===== config.mk =====
export PLATFORM = sky130hd
export DESIGN_NAME = ahb_mtx_dec_param
export DESIGN_NICKNAME = d
export VERILOG_FILES = /design/src/rtl/ahb_mtx_dec_param.sv
export SDC_FILE = /design/constraint.sdc
export NUM_CORES = 1
export LEC_CHECK = 0
export ABC_CLOCK_PERIOD_IN_PS = 3600
export CORE_AREA = 3 3 150 152
export CTS_CLUSTER_DIAMETER = 50
export CTS_CLUSTER_SIZE = 40
export DETAILED_ROUTE_END_ITERATION = 10
export DIE_AREA = 0 0 153 155
export PLACE_DENSITY_LB_ADDON = 0.12
export SYNTH_ARGS = -nofsm -noshare
export SYNTH_HDL_FRONTEND = slang
export SYNTH_SLANG_ARGS = --single-unit

===== constraint.sdc =====
create_clock -name HCLK -period 3.6 [get_ports HCLK]
set_input_delay 0.72 -clock HCLK [delete_from_list [all_inputs] [get_ports HCLK]]
set_output_delay 0.72 -clock HCLK [all_outputs]
set_load 0.01 [all_outputs]

===== src/rtl/ahb_mtx_dec_param.sv =====
// AHB bus-matrix input-port decoder.
// Steers one input stage to one of NUM_PORTS output stages by base/mask match
// (port 0 optionally remapped for boot), tracks the data-phase owner to mux the
// return path, and answers unmapped transfers with a built-in two-cycle ERROR
// slave whose hits are tallied in a saturating counter.
module ahb_mtx_dec_param #(
    parameter int                      NUM_PORTS  = 4,
    parameter logic [22*NUM_PORTS-1:0] ADDR_BASE  = {NUM_PORTS{22'h0}},
    parameter logic [22*NUM_PORTS-1:0] ADDR_MASK  = {NUM_PORTS{22'h3FFFC0}},
    parameter logic [21:0]             REMAP_BASE = 22'h000800
) (
    input  logic                      HCLK,
    input  logic                      HRESETn,
    input  logic                      HREADYS,
    input  logic                      sel_dec,
    input  logic [21:0]               decode_addr_dec,
    input  logic [1:0]                trans_dec,
    input  logic                      remap,
    input  logic                      err_clr,
    input  logic [NUM_PORTS-1:0]      active_in,
    input  logic [NUM_PORTS-1:0]      readyout_in,
    input  logic [2*NUM_PORTS-1:0]    resp_in,
    input  logic [32*NUM_PORTS-1:0]   rdata_in,
    input  logic [32*NUM_PORTS-1:0]   ruser_in,
    output logic [NUM_PORTS-1:0]      sel_out,
    output logic                      active_dec,
    output logic                      HREADYOUTS,
    output logic [1:0]                HRESPS,
    output logic [31:0]               HRDATAS,
    output logic [31:0]               HRUSERS,
    output logic [15:0]               dec_err_cnt
);

    // Port index width; the extra code NUM_PORTS denotes the default slave.
    localparam int             PW  = $clog2(NUM_PORTS + 1);
    localparam logic [PW-1:0]  DFT = PW'(NUM_PORTS);

    typedef enum logic [1:0] {S_OKAY, S_ERR1, S_ERR2} dft_state_t;

    dft_state_t          r_state;
    logic                r_dft_ready;
    logic [1:0]          r_dft_resp;
    logic [PW-1:0]       r_data_port;
    logic [15:0]         r_err_cnt;

    logic [NUM_PORTS-1:0] w_hit;
    logic [PW-1:0]        w_addr_port;
    logic                 w_dft_req;
    logic                 w_err_inc;

    // Per-port base/mask hit; port 0 swaps in the boot remap base.
    for (genvar gi = 0; gi < NUM_PORTS; gi++) begin : g_hit
        logic [21:0] w_base;
        logic [21:0] w_mask;
        assign w_mask = ADDR_MASK[22*gi +: 22];
        if (gi == 0) begin : g_remap
            assign w_base = remap ? REMAP_BASE : ADDR_BASE[21:0];
        end else begin : g_fixed
            assign w_base = ADDR_BASE[22*gi +: 22];
        end
        assign w_hit[gi] = (decode_addr_dec & w_mask) == (w_base & w_mask);
    end

    // Lowest-index hit wins; IDLE keeps pointing at the current data-phase owner.
    always_comb begin
        w_addr_port = DFT;
        for (int i = NUM_PORTS - 1; i >= 0; i--) begin
            if (w_hit[i]) w_addr_port = PW'(i);
        end
        if (trans_dec == 2'b00 && r_data_port != DFT) w_addr_port = r_data_port;
    end

    // Address-phase select and active flag; default slave is always active.
    always_comb begin
        sel_out    = '0;
        active_dec = 1'b1;
        for (int i = 0; i < NUM_PORTS; i++) begin
            if (w_addr_port == PW'(i)) begin
                sel_out[i] = sel_dec;
                active_dec = active_in[i];
            end
        end
    end

    // Data-phase return mux keyed by the registered owner.
    always_comb begin
        HREADYOUTS = r_dft_ready;
        HRESPS     = r_dft_resp;
        HRDATAS    = '0;
        HRUSERS    = '0;
        for (int i = 0; i < NUM_PORTS; i++) begin
            if (r_data_port == PW'(i)) begin
                HREADYOUTS = readyout_in[i];
                HRESPS     = resp_in[2*i +: 2];
                HRDATAS    = rdata_in[32*i +: 32];
                HRUSERS    = ruser_in[32*i +: 32];
            end
        end
    end

    assign w_dft_req = sel_dec && (w_addr_port == DFT) && trans_dec[1];
    // ERR1 ignores HREADYS, so only a sampled request from OKAY/ERR2 counts.
    assign w_err_inc = (r_state != S_ERR1) && HREADYS && w_dft_req;

    // Data-phase owner advances when the input stage completes a transfer.
    always_ff @(posedge HCLK or negedge HRESETn) begin
        if (!HRESETn)     r_data_port <= '0;
        else if (HREADYS) r_data_port <= w_addr_port;
    end

    // Default slave: NONSEQ/SEQ gets (0,ERROR) then (1,ERROR); IDLE/BUSY zero-wait OKAY.
    always_ff @(posedge HCLK or negedge HRESETn) begin
        if (!HRESETn) begin
            r_state     <= S_OKAY;
            r_dft_ready <= 1'b1;
            r_dft_resp  <= 2'b00;
        end else if (r_state == S_ERR1) begin
            r_state     <= S_ERR2;
            r_dft_ready <= 1'b1;
            r_dft_resp  <= 2'b01;
        end else if (HREADYS) begin
            if (w_dft_req) begin
                r_state     <= S_ERR1;
                r_dft_ready <= 1'b0;
                r_dft_resp  <= 2'b01;
            end else begin
                r_state     <= S_OKAY;
                r_dft_ready <= 1'b1;
                r_dft_resp  <= 2'b00;
            end
        end
    end

    // Saturating decode-error tally; clear beats a same-cycle increment.
    always_ff @(posedge HCLK or negedge HRESETn) begin
        if (!HRESETn)                                r_err_cnt <= '0;
        else if (err_clr)                            r_err_cnt <= '0;
        else if (w_err_inc && r_err_cnt != 16'hFFFF) r_err_cnt <= r_err_cnt + 16'd1;
    end

    assign dec_err_cnt = r_err_cnt;

endmodule


## Yosys cells after proc, flatten, opt, wreduce, memory -nomap -nowiden

Cells that the tools add are included.

| storage, ports and cells | value |
|---|---|
| output and inout port bits | 88 |
| input bits | 302 |
| bits in registers | 24 |
| logic and storage cells | 67 |

| operators by class | value |
|---|---|
| $add $sub $neg | 1 |
| multiplexer cells | 37 |
| reductions and logical operators | 12 |
| equal/unequal tests | 12 |

Operators by type and width:

| kind | number |
|---|---|
| $mux 32 | 8 |
| $mux 16 | 2 |
| $logic_not 22->1 | 1 |
| $add 16x1->16 const B | 1 |
| $eq 16x6->1 | 1 |
| $mux 1 | 16 |
| $ne 16x16->1 const B | 1 |
| $mux 2 | 7 |
| $eq 3x2->1 const B | 4 |
| $mux 12 | 1 |
| $mux 3 | 3 |
| $eq 3x1->1 const B | 2 |
| $logic_and 1x1->1 | 6 |
| $logic_not 3->1 | 2 |
| $reduce_bool 2->1 | 2 |
| $eq 3x3->1 const B | 1 |
| $ne 3x3->1 const B | 1 |
| $eq 2x1->1 const B | 1 |
| $logic_not 2->1 | 1 |
| $ne 2x1->1 const B | 1 |

## Logic depth before layout (Yosys ltp)

Gate-level depths: netlist of the first run.

| logic depth | value |
|---|---|
| depth after elaboration | 11 |
| depth in mapped cells | 8 |
| depth with buffers taken out | 6 |

## Least setup slack after synthesis of the first run

Ideal clock, no wire load.

| timing path | value |
|---|---|
| path type | input port to output port |
| start point | input port decode_addr_dec[8] |
| end point | output port active_dec |
| setup slack | 962 ps |
| arrival | 1918 ps |
| required time | 2880 ps |
| buffers on the path | 0 |
| stages on the path | 5 |
| path through | nor4_2 -> nand3_2 -> o31ai_1 -> mux2i_1 -> a22oi_1 |

| between the ends | value |
|---|---|
| word-level cells in the longest chain between the ends | 9 |
| elaborated cells on any way between the ends | 13 |
| those cells by class | 4 x eq/ne; 7 x mux; 2 x reduce/logical |

Ends and longest elaborated chain:

| element | RTL line | text |
|---|---|---|
| start, declared | 16 | `input logic [21:0] decode_addr_dec,` |
| $logic_not 22->1 | 61 | `assign w_hit[gi] = (decode_addr_dec & w_mask) == (w_base & w_mask);` |
| $mux 3 | 68 | `if (w_hit[i]) w_addr_port = PW'(i);` |
| $mux 3 * | 68 |  |
| $mux 3 * | 70 | `if (trans_dec == 2'b00 && r_data_port != DFT) w_addr_port = r_data_port;` |
| $logic_not 3->1 | 78 | `if (w_addr_port == PW'(i)) begin` |
| $mux 1 (3 in series) | 78 |  |
| $mux 1 * | 78 |  |
| end, declared | 26 | `output logic active_dec,` |

Mark *: on every way between the ends. The rest lies on a longest branch, timed or not.

## Worst setup path in the final report of the first run

| timing path | value |
|---|---|
| start point | input port decode_addr_dec[15] |
| end point | output port sel_out[2] |

| between the ends | value |
|---|---|
| word-level cells in the longest chain between the ends | 6 |
| elaborated cells on any way between the ends | 7 |
| those cells by class | 2 x eq/ne; 4 x mux; 1 x reduce/logical |

Ends and longest elaborated chain:

| element | RTL line | text |
|---|---|---|
| $logic_not 22->1 | 61 |  |
| $mux 3 | 68 |  |
| $mux 3 * | 68 |  |
| $mux 3 * | 70 |  |
| $eq 3x2->1 * | 78 |  |
| $mux 1 * | 78 |  |
| end, declared | 25 | `output logic [NUM_PORTS-1:0] sel_out,` |

Marks and branches as above.

==> results.txt, run 1 <==
Count of unresolved DRC violations after routing: 0. For the worst setup path, the data arrival time is 2.73 ns. The run gives 0 as the number of pins with negative max-slew slack in the final report.

For the number of H-tree levels, the log shows 1. Before CTS, the worst setup slack after placement is -0.185 ns. The count of synthesis-stage warnings from yosys is 0, and the final estimated routing congestion in global placement is 0.897. For the share of synthesized area occupied by flip-flops and latches, the log shows 0.168. Counting every net in the synthesized netlist gives 616. The synthesis-to-layout area growth works out to 123%. The number of setup violations in the final report came out at 0.

Number of enable-type register cells in the synthesized netlist: 0. The source-to-sink clock delay at the later pin of the worst-skew pair came out at 0.25 ns. The combined global-route utilization of all metal layers was 0.174. Dividing the detail-routed via count by the number of cells gives 4.46.

Of all nets on the critical path, the largest fanout is 4. The portion of the clock cycle consumed by the worst path in the final layout is 0.958. The die span in y was 155 um.

Summed over all layers, the global routing overflow is 0. The via count of the first global-routing pass was 4487; the remaining number of nets flagged by the antenna check after routing was 0. TritonCTS created 3 clock buffers.

From left edge to right edge, the die measures 153 um. The tools report the clock sink count as 23. The worst setup path is captured at an output port. The first global-routing pass estimated 31.4 mm of wire. The maximum buffer depth of the clock tree came out at 2.

The detailed-route wire length per cell was 22.8 um. TritonCTS built the clock tree. The tools report the count of pins on the block boundary as 390. The data required time at the worst endpoint was 2.88 ns; the placeable core region was 21200 um2. The launch point of the critical path was decode_addr_dec[15]. The netlist area before placement came out at 3440 um2. The tools report the utilization after layout as 0.362. Excluding fillers, the count of instances in the completed layout stands at 957. For the area of placed instances, the log shows 7570 um2. In this run the clock root is driven by a sky130_fd_sc_hd__clkbuf_16. Among all flip-flop cells after synthesis, the most frequent one is sky130_fd_sc_hd__dfrtp_1. The critical register-to-register path endpoint was dec_err_cnt[13]. The run finished with clean final reports. Total setup buffers inserted after CTS: 0. The tools report the post-layout net count as 985.

Setup slack closes at 0.151 ns. For this run, the top clock speed supported by timing is 290 MHz. Setup repair after global routing left no endpoint under its margin. Summing over every cut layer, the via total after detailed routing is 4271. STA classifies the critical path startpoint as a primary input.

The mean post-synth cell area was 11.0 um2. The slew at the pin closest to its max-slew limit was 0.772 ns. The clock-pin transition on the worst setup and hold timing paths was 0.06 ns; the reported leakage power was 2.50 nW. The destination of the critical timing path was sel_out[2].

Counting cells, the worst reg-to-reg path comes to 7. The class of the most critical setup path is in2out. The run gives 21.9 mm as the final routed wirelength across all metal layers. Final HPWL from detailed placement: 18.8 mm. By area the synthesized netlist is led by sky130_fd_sc_hd__mux4_2 (43%), sky130_fd_sc_hd__dfrtp_1 (16%), sky130_fd_sc_hd__nor2b_1 (12%), sky130_fd_sc_hd__clkbuf_1 (1.9%), sky130_fd_sc_hd__a21oi_1 (1.7%). Ranked by instance count, the synthesized netlist is headed by sky130_fd_sc_hd__mux4_2 (66), sky130_fd_sc_hd__nor2b_1 (66), sky130_fd_sc_hd__dfrtp_1 (22), sky130_fd_sc_hd__clkbuf_1 (17), sky130_fd_sc_hd__nand2_1 (13).

In this run the core area contains 53 standard-cell rows. The worst setup slack for register-to-register paths is 1.39 ns, and the final non-filler cell area is 7660 um2. The share of layout cells above drive strength 1 is 0.157. The kind of path behind the tightest hold check was reg2reg. The area of the die was 23700 um2; the effective utilization at floorplan was 0.163. The max-capacitance violation count was 0; the synthesized instance count was 313. The tools report the DRC marker count from the first detailed-route iteration as 175. Largest area contributor in the netlist: sky130_fd_sc_hd__mux4_2. The headroom to the max-slew limit was 0.485; the total count of hold-check failures in the final report was 0.

Counting flops and latches in the post-synthesis netlist gives 23. The run gives 4 as the detailed-router iteration count before antenna repair. The share of flip-flops with an asynchronous set or reset works out to 1.00.

The clock arrives with 0.00324 ns of skew. The number of antenna violations at the first check in global routing came out at 2. The worst path needs 3.45 ns of the cycle, external delays included. Including well taps, the total number of placed cells is 952. The power density relative to cell area is 125 nW/um2, and the peak supply drop is 0.130 mV.

Buffers placed on the I/O ports in this run total 383. Entering global routing, the biggest net connects 71 pins. The origin of the critical flop-to-flop path is dec_err_cnt[0]. The top cell type's share of synthesized area was 0.432. The netlist uses 43 different library cells.
## where the power goes
| part | internal [mW] | switching, mW |
|---|---|---|
| Clock | 0.151 | 0.0907 |
| Combinational | 0.354 | 0.0906 |
| Sequential | 0.266 | 0.00607 |
## placed cells by master (no fill, tap or decap), drive strengths merged, types with 2 or more instances in the layout
master         instances
inv                    7
or4                    5
mux2i                  5
dfrtp                 22
or3                    9
nor2                  12
mux2                   3
a31oi                  2
clkbuf                 4
nor4                   4
nor3                   2
and3                   2
dlygate4sd2            4
o31ai                  6
nand2                 13
nand3                 10
o21ai                 14
nor2b                 66
buf                   11
nand2b                 2
a21oi                 17
clkdlybuf4s50        378
mux4                  66
nand4                  5
## cell families (layout without fill, tap and decap cells)
family / Yosys count / after routing / synth area share
buffers and inverters: 37 / 405 / 0.0542
adders and majority gates: 1 / 1 / 0.00364
muxes: 74 / 74 / 0.457
other: 0 / 1 / 0
DFF: 23 / 23 / 0.168
xor gates and xnor gates: 1 / 1 / 0.00255
AOI/OAI and AO/OA: 44 / 44 / 0.0807
and+or+nand+nor: 133 / 133 / 0.234
## through the flow
step | hold WS (ns) | power (mW) | setup TNS (ns)
after floorplan | 0.424 | 0.369 | 0
after global placement | 0.508 | 0.714 | -0.510
after detailed placement | 0.521 | 0.721 | -0.747
after CTS | 0.538 | 0.969 | -0.162
after global routing | 0.562 | 1.00 | 0
final | 0.520 | 0.958 | 0
## final cells by class
| class | count | area, um2 |
|---|---|---|
| tap | 275 | 344 |
| clock buffer | 4 | 78.8 |
| fill | 2131 | 13500 |
| sequential | 23 | 583 |
| antenna | 1 | 2.50 |
| multi-input combinational | 253 | 2690 |
| timing repair buffer | 394 | 3940 |
| inverter | 7 | 26.3 |
## worst min-delay path by stage
stage                  startpoint             end  slack, ns  cells after the start
finish              r_dft_resp[0]   r_dft_resp[0]       0.52                      2
global route        r_dft_resp[0]   r_dft_resp[0]       0.56                      2
CTS                    r_state[0]     r_dft_ready       0.54                      2
detailed placement     r_state[0]     r_dft_ready       0.52                      2
global placement       r_state[0]     r_dft_ready       0.51                      2
floorplan                 HRESETn  dec_err_cnt[0]       0.42                      0
## worst max-delay path, stage by stage
cell	delay, ns
sky130_fd_sc_hd__clkdlybuf4s50_1	0.42
sky130_fd_sc_hd__nor4_2	0.30
sky130_fd_sc_hd__nand3_2	0.20
sky130_fd_sc_hd__o32a_1	0.45
sky130_fd_sc_hd__nor2_2	0.15
sky130_fd_sc_hd__and3_1	0.18
sky130_fd_sc_hd__dlygate4sd2_1	0.30
## repair_timing
action | in CTS | in global routing
hold buffers | 0 | 0
resized for setup | 5 | 3
endpoints found under the hold margin | 0 | 0
endpoints found under the setup margin | 5 | 2
## routing by layer
layer | part of all wire | up-vias | global-route usage
met3 | 0.076 | 12 | 0.0437
met5 | 0 | - | 0
met2 | 0.57 | 179 | 0.340
li1 | - | 1960 | -
met1 | 0.34 | 2120 | 0.194
met4 | 0.014 | 0 | 0.0246
## state kept, by name, indices dropped and copies added (netlist names)
signal and cells:
r_dft_ready 1, dec_err_cnt 16, r_data_port 3, r_dft_resp 1
r_state 2
Power figures use the tool's default switching activity.
==> inputs of run 2 (changes only) <==
==> constraint.sdc (replaced) <==
create_clock -name HCLK -period 3.6 [get_ports HCLK]
set_input_delay 1.08 -clock HCLK [delete_from_list [all_inputs] [get_ports HCLK]]
set_output_delay 1.08 -clock HCLK [all_outputs]
set_load 0.01 [all_outputs]
==> run 2 against run 1 <==
The run now ends with setup timing left. Final area grew 1.9%. Sequential share of layout area down 0.14 points. First-iteration DRC count shrank 2.3%. Clock-buffer cell count stayed put. Register-to-register slack better by 0.09 ns. Hold slack better by 0.011 ns. Cell count grew 2.0%. Wire length grew 1.5%. Via count increased by 1.5%. Total power up 0.68%. Non-clock buffer count grew 17. Sequential power hardly changed. Critical endpoint is now sel_out[3]. Highest routed layer unchanged.
==> results.txt, run 2 (synthesis results as in run 1) <==
The flow ran to the end, but the final reports show violations. The checks that failed: setup timing. Effective utilization at floorplan: 0.163.

The count of nets left with antenna violations once routing finished came out at 0. After clock tree synthesis, the clock-pin slew on the worst setup and hold paths is 0.06 ns. The post-layout net count was 1002. The share of layout cells above drive strength 1 is 0.218.

In this run, the number of DRC markers left after iteration 0 of detailed routing was 171. Counting the fill cells in the layout gives 2135. Derived from the worst setup path, the maximum achievable clock frequency is 267 MHz.

The tree built by TritonCTS fans out to 23 sinks. The headroom to the max-slew limit is 0.483, and the number of buffers inserted during clock tree synthesis is 3. The first detailed-routing pass took 4 iterations. The global-route wire length before repair came out at 31.1 mm.

The number of setup violations in the final report was 5; the final routed wirelength across all metal layers was 22.2 mm. Leaving out fill and tap cells, the most frequent cell in the layout is sky130_fd_sc_hd__clkdlybuf4s50_1. For the met3 layer usage reported by global route, the log shows 0.0353. For this block, the via count after detailed routing is 4334. The tools report the buffer cell driving the clock tree root as sky130_fd_sc_hd__clkbuf_16. Across the routed clock network, the largest skew measured is 0.00134 ns. Global routing finished with a remaining overflow of 0.

The global-route track usage on met2 is 0.349. The post-layout total power came out at 0.965 mW. The detailed-route wire length per cell is 22.7 um, and the hold-fix buffer count after cts is 0. The worst path buffer plus inverter count works out to 4. Counting cells, the worst reg-to-reg path comes to 7. The tools report the final non-filler cell area as 7810 um2. The maximum single-stage delay on the critical path is 0.39 ns, and the total number of placement rows is 53. Data arrives at the worst endpoint at 2.67 ns. The run gives 0.531 ns as the minimum hold slack. The critical path goes through buf_6 > nor4_4 > nand3_4 > o32a_1 > buf_4 > nor2_4 > buf_6 > and3_4 > buf_6. The via count of the first global-routing pass is 4422, and the maximum buffer depth of the clock tree is 2. Class of the most critical setup path: in2out.

The count of pins on the block boundary is 390, and the hold-critical path depth is 2. The flip-flop count of the largest register after layout works out to 16. The area of placed instances was 7650 um2.

The layer flagged by global routing as most heavily used is met2. The number of H-tree levels is 1, and the source-to-sink clock delay at the later pin of the worst-skew pair is 0.26 ns. The floorplan step set the die width to 153 um. The met1 demand-to-capacity share in global routing is 0.192, and the via density per instance is 4.44.

For this design the static power due to leakage is 2.92 nW. Entering global routing, the biggest net connects 56 pins. The HPWL after detailed placement is 18.9 mm. The setup slack of the critical path after layout was -0.149 ns. In this run the vertical extent of the chip is 155 um. For the count of unresolved DRC violations after routing, the log shows 0. The critical path depth in cells was 9.

The cell family contributing the most delay on the critical path is simple AND/OR/NAND/NOR gates. Setup repair after global routing could not meet its margin everywhere. Sequential cell area in the final layout: 583 um2. The max-capacitance violation count is 0. The combined global-route utilization of all metal layers came out at 0.173.

The count of cells in the finished layout, fillers not included, comes to 976. The synthesis-to-layout area growth is 127%. Counting stages on the worst path, the most repeated cell is sky130_fd_sc_hd__buf_6. Summed over all failing endpoints, the final setup total negative slack is -0.481 ns.

The data required time at the worst endpoint is 2.52 ns, and the power density relative to cell area is 123 nW/um2. The run gives 23700 um2 as the area of the die. The worst setup path is launched from a primary input. The number of port buffers was 383.

The final critical delay including setup and external delays works out to 3.75 ns. The critical-path maximum fanout works out to 4. The slowest stage of the critical path belongs to the cell sky130_fd_sc_hd__o32a_1. For the total count of hold-check failures in the final report, the log shows 0.

In the layout the commonest cells are sky130_fd_sc_hd__clkdlybuf4s50_1 (292), sky130_fd_sc_hd__mux4_2 (66), sky130_fd_sc_hd__nor2b_1 (66), sky130_fd_sc_hd__dlygate4sd2_1 (66), sky130_fd_sc_hd__buf_4 (25). After detailed placement, the design holds a cell count of 959. STA classifies the critical path endpoint as an output port. Number of antenna violations at the first check in global routing: 2. Final estimated routing congestion in global placement: 0.912. The number of pins with negative max-slew slack in the final report was 0. In the final layout, the multi-input gates occupy 2800 um2.

VDD sags by at most 0.121 mV. The kind of path behind the tightest hold check is reg2reg. For the pin with the worst max-slew slack, the measured transition is 0.773 ns. The tools report the placeable core region as 21200 um2. TritonCTS built the clock tree. The portion of the clock cycle consumed by the worst path in the final layout was 1.04.
## run 2: metal layers
layer / wire (um) / share of wire
met1: 7780 / 0.35
met2: 12900 / 0.58
met3: 1320 / 0.060
met4: 163 / 0.0074
met5: 0 / 0
## run 2: path summary, 6_finish.rpt
path,start,to,slack [ns]
min in group asynchronous,HRESETn,dec_err_cnt[12],1.28
max in group asynchronous,HRESETn,dec_err_cnt[15],1.72
max,decode_addr_dec[14],sel_out[3],-0.15
min reg2reg,r_dft_resp[0],r_dft_resp[0],0.53
min,r_dft_resp[0],r_dft_resp[0],0.53
max reg2reg,dec_err_cnt[0],dec_err_cnt[13],1.48
## run 2: worst min-delay path: stages, from the launching register on
cell	delay, ns
sky130_fd_sc_hd__dfrtp_1	0.37
sky130_fd_sc_hd__nand2b_1	0.06
sky130_fd_sc_hd__nand3_1	0.07
## run 2: layout make-up
type / instances / area share
Multi-Input combinational cell: 253 / 0.358
Timing Repair Buffer: 411 / 0.509
Inverter: 7 / 0.00336
Clock buffer: 4 / 0.0101
Sequential cell: 23 / 0.0746
Antenna cell: 3 / 0.000961
Tap cell: 275 / 0.0440
## run 2: repair_timing
item	in CTS	in global routing
cloned	0	0
gates resized for setup	167	13
pin swaps	13	5
buffers inserted	6	4
endpoints found under the setup margin	71	8
## run 2: through the flow
stage                     setup slack, ns   util
after global routing               -0.207  0.369
after detailed placement           -0.921  0.362
after global placement             -0.880  0.362
final                              -0.149  0.369
after floorplan                     0.242      -
after CTS                          -0.115  0.367
## run 2: report_power, final
part	internal (mW)	switching (mW)	total, mW
clock	0.151	0.0918	0.243
sequential	0.266	0.00618	0.272
combinational	0.351	0.0978	0.449
==> inputs of run 3 (changes only) <==
- CORE_AREA: 3 3 150 152 -> 2 2 149 151
- DIE_AREA: 0 0 153 155 -> 0 0 151 153
==> run 3 against run 2 <==
The run still ends with setup timing left. Maximum frequency grew 2.7%. Combinational power is essentially flat. Non-clock buffer count shrank 6. Clock power shrank 2%. Hold slack lost 0.0087 ns. Total power shrank 0.63%. Sequential cell count is the same. Global-route usage is essentially flat. Register-to-register slack gained 0.03 ns.
==> results.txt, run 3 (synthesis results as in run 1) <==
Fmax: 274 MHz. Compared with the post-synthesis result, the final layout area differs by 126%. In the layout the commonest cells are sky130_fd_sc_hd__clkdlybuf4s50_1 (293), sky130_fd_sc_hd__dlygate4sd2_1 (69), sky130_fd_sc_hd__mux4_2 (66), sky130_fd_sc_hd__nor2b_1 (66), sky130_fd_sc_hd__dfrtp_1 (19). The final critical delay including setup and external delays came out at 3.65 ns. For the clock sink count, the log shows 23. The count of pins on the block boundary was 390. The tools report the via count of the first global-routing pass as 4632.

The critical path is of the in2out type. The sequential cell area in the final layout was 583 um2; the global route total overflow was 0. In this run the worst path has a maximum fanout of 4. Buffers placed on the I/O ports in this run total 383.

The maximum single-stage delay on the critical path was 0.27 ns. The register with the most flip-flops in the layout has 16 of them. The tool flagged a number of max-cap violations equal to 0. The worst setup slack for register-to-register paths is 1.51 ns. In the routed design, unresolved DRC markers number 0. The number of pins with negative max-slew slack in the final report was 0; the source-to-sink clock delay at the later pin of the worst-skew pair was 0.25 ns. The setup slack of the critical path after layout is -0.0502 ns, and the clock-pin transition on the worst setup and hold timing paths is 0.06 ns. The kind of path behind the tightest hold check is reg2reg. In this run the critical register-to-register path is launched from dec_err_cnt[0].

The detailed-route wire length per cell is 21.5 um. Entering global routing, the biggest net connects 71 pins. Peak supply drop: 0.144 mV.

Number of buffers inserted during clock tree synthesis: 3. The die span in y came out at 153 um. Setup repair after global routing could not meet its margin everywhere. Counting both buffers and inverters, the worst setup path holds a total of 3. TritonCTS built the clock tree. The signal on the critical path passes through dlygate4sd2_1 > or2_4 > a31oi_4 > o32a_1 > nor2_2 > buf_4 > a22oi_1 > buf_2.

The logs give 0 for the total count of hold-check failures in the final report and 1 for the number of H-tree levels. Slowest cell on the critical path: sky130_fd_sc_hd__or2_4. The headroom to the max-slew limit came out at 0.615. The layout has 2148 filler cells. The run gives 54 as the total number of placement rows. The run gives 1 as the number of setup violations in the final report. The run gives 23100 um2 as the area of the die. The tools report the data required time at the worst endpoint as 2.52 ns.

The clock passes through at most 2 buffers. STA puts the critical path data arrival time at 2.57 ns. STA classifies the critical path endpoint as an output port. The design draws 0.958 mW. The tools report the number of antenna violations at the first check in global routing as 8.

The floorplan die width came out at 151 um. The effective utilization at floorplan is 0.160. At the end of routability-driven placement, the weighted congestion stood at 0.922. The portion of the clock cycle consumed by the worst path in the final layout is 1.01.

For the reported leakage power, the log shows 2.91 nW. The kind of cell with the highest combined delay along the critical path is compound AO/OA/AOI/OAI gates. The root buffer cell chosen for the clock tree is sky130_fd_sc_hd__clkbuf_16. Detailed placement ended at an HPWL of 17.7 mm.

The global-route wire length before repair was 29.8 mm; the detailed-router iteration count before antenna repair was 4. The pre-CTS worst setup slack was -0.882 ns. The checks that failed: setup timing. The tools report the via total after detailed routing as 4312. The via density per instance was 4.42; the minimum hold slack was 0.522 ns. Sort of element at the start of the critical path: a primary input. The slew at the pin closest to its max-slew limit is 0.575 ns.

DRC marker count from the first detailed-route iteration: 126. The flow ran to the end, but the final reports show violations. Summing all multi-input logic gate instances after layout gives 2780 um2. Leaving out fill and tap cells, the most frequent cell in the layout is sky130_fd_sc_hd__clkdlybuf4s50_1. The startpoint identified for the worst hold timing path is r_dft_resp[0].

Final routed wirelength across all metal layers: 21.0 mm. The placeable core region was 21500 um2; the share of layout cells above drive strength 1 was 0.202. For the maximum clock skew at final layout, the log shows 0.00354 ns. For the remaining number of nets flagged by the antenna check after routing, the log shows 0.

The logs give 0.173 for the combined global-route utilization of all metal layers and 0 for the hold-fix buffer count after cts. Power spread over the standard cell area amounts to 123 nW/um2. The net count of the finished layout is 996. The tools report the launch point of the critical path as trans_dec[0].
run 3: cell type report:
| class | instances | area share |
|---|---|---|
| Antenna cell | 4 | 0.00129 |
| Clock buffer | 4 | 0.0101 |
| Inverter | 7 | 0.00337 |
| Multi-Input combinational cell | 253 | 0.357 |
| Sequential cell | 23 | 0.0749 |
| Tap cell | 280 | 0.0450 |
| Timing Repair Buffer | 405 | 0.508 |
run 3: power by group:
group          total [mW]  switching [mW]  internal (mW)  leakage, nW
clock               0.239          0.0880          0.151       0.0382
combinational       0.447          0.0947          0.352         2.57
sequential          0.272         0.00621          0.266        0.305
total               0.958           0.189          0.769         2.91
run 3: tightest hold or removal path: stages (launching register included):
cell and delay, ns:
sky130_fd_sc_hd__dfrtp_1 0.35, sky130_fd_sc_hd__nand2b_1 0.06, sky130_fd_sc_hd__nand3_1 0.08
run 3: path summary, 6_finish.rpt:
check	to	cells past startpoint
max reg2reg	dec_err_cnt[13]	7
min reg2reg	r_dft_resp[0]	2
min in group asynchronous	dec_err_cnt[12]	1
max in group asynchronous	r_dft_ready	2
max	active_dec	8
min	r_dft_resp[0]	2
run 3: timing repair:
action / in CTS / in global routing
pin swaps: 13 / 3
setup endpoints to repair: 72 / 8
gates resized for setup: 163 / 6
buffers inserted: 4 / 1
run 3: layer usage:
layer,vias to the layer above,part of all wire,track usage
met5,-,0.0013,0
met4,4,0.012,0.0307
met3,16,0.084,0.0373
met2,190,0.55,0.343
met1,2112,0.35,0.186
li1,1990,-,-
run 3: metrics by stage:
stage          std cells  utilization  cell area [um2]  TNS, ns
6_report             976        0.363             7790  -0.0502
3_5_place_dp         963        0.357             7660    -9.77
3_3_place_gp         963        0.357             7660    -9.46
5_1_grt              975        0.362             7790   -0.368
2_1_floorplan        313            -             3440        0
4_1_cts              971        0.361             7760  -0.0447
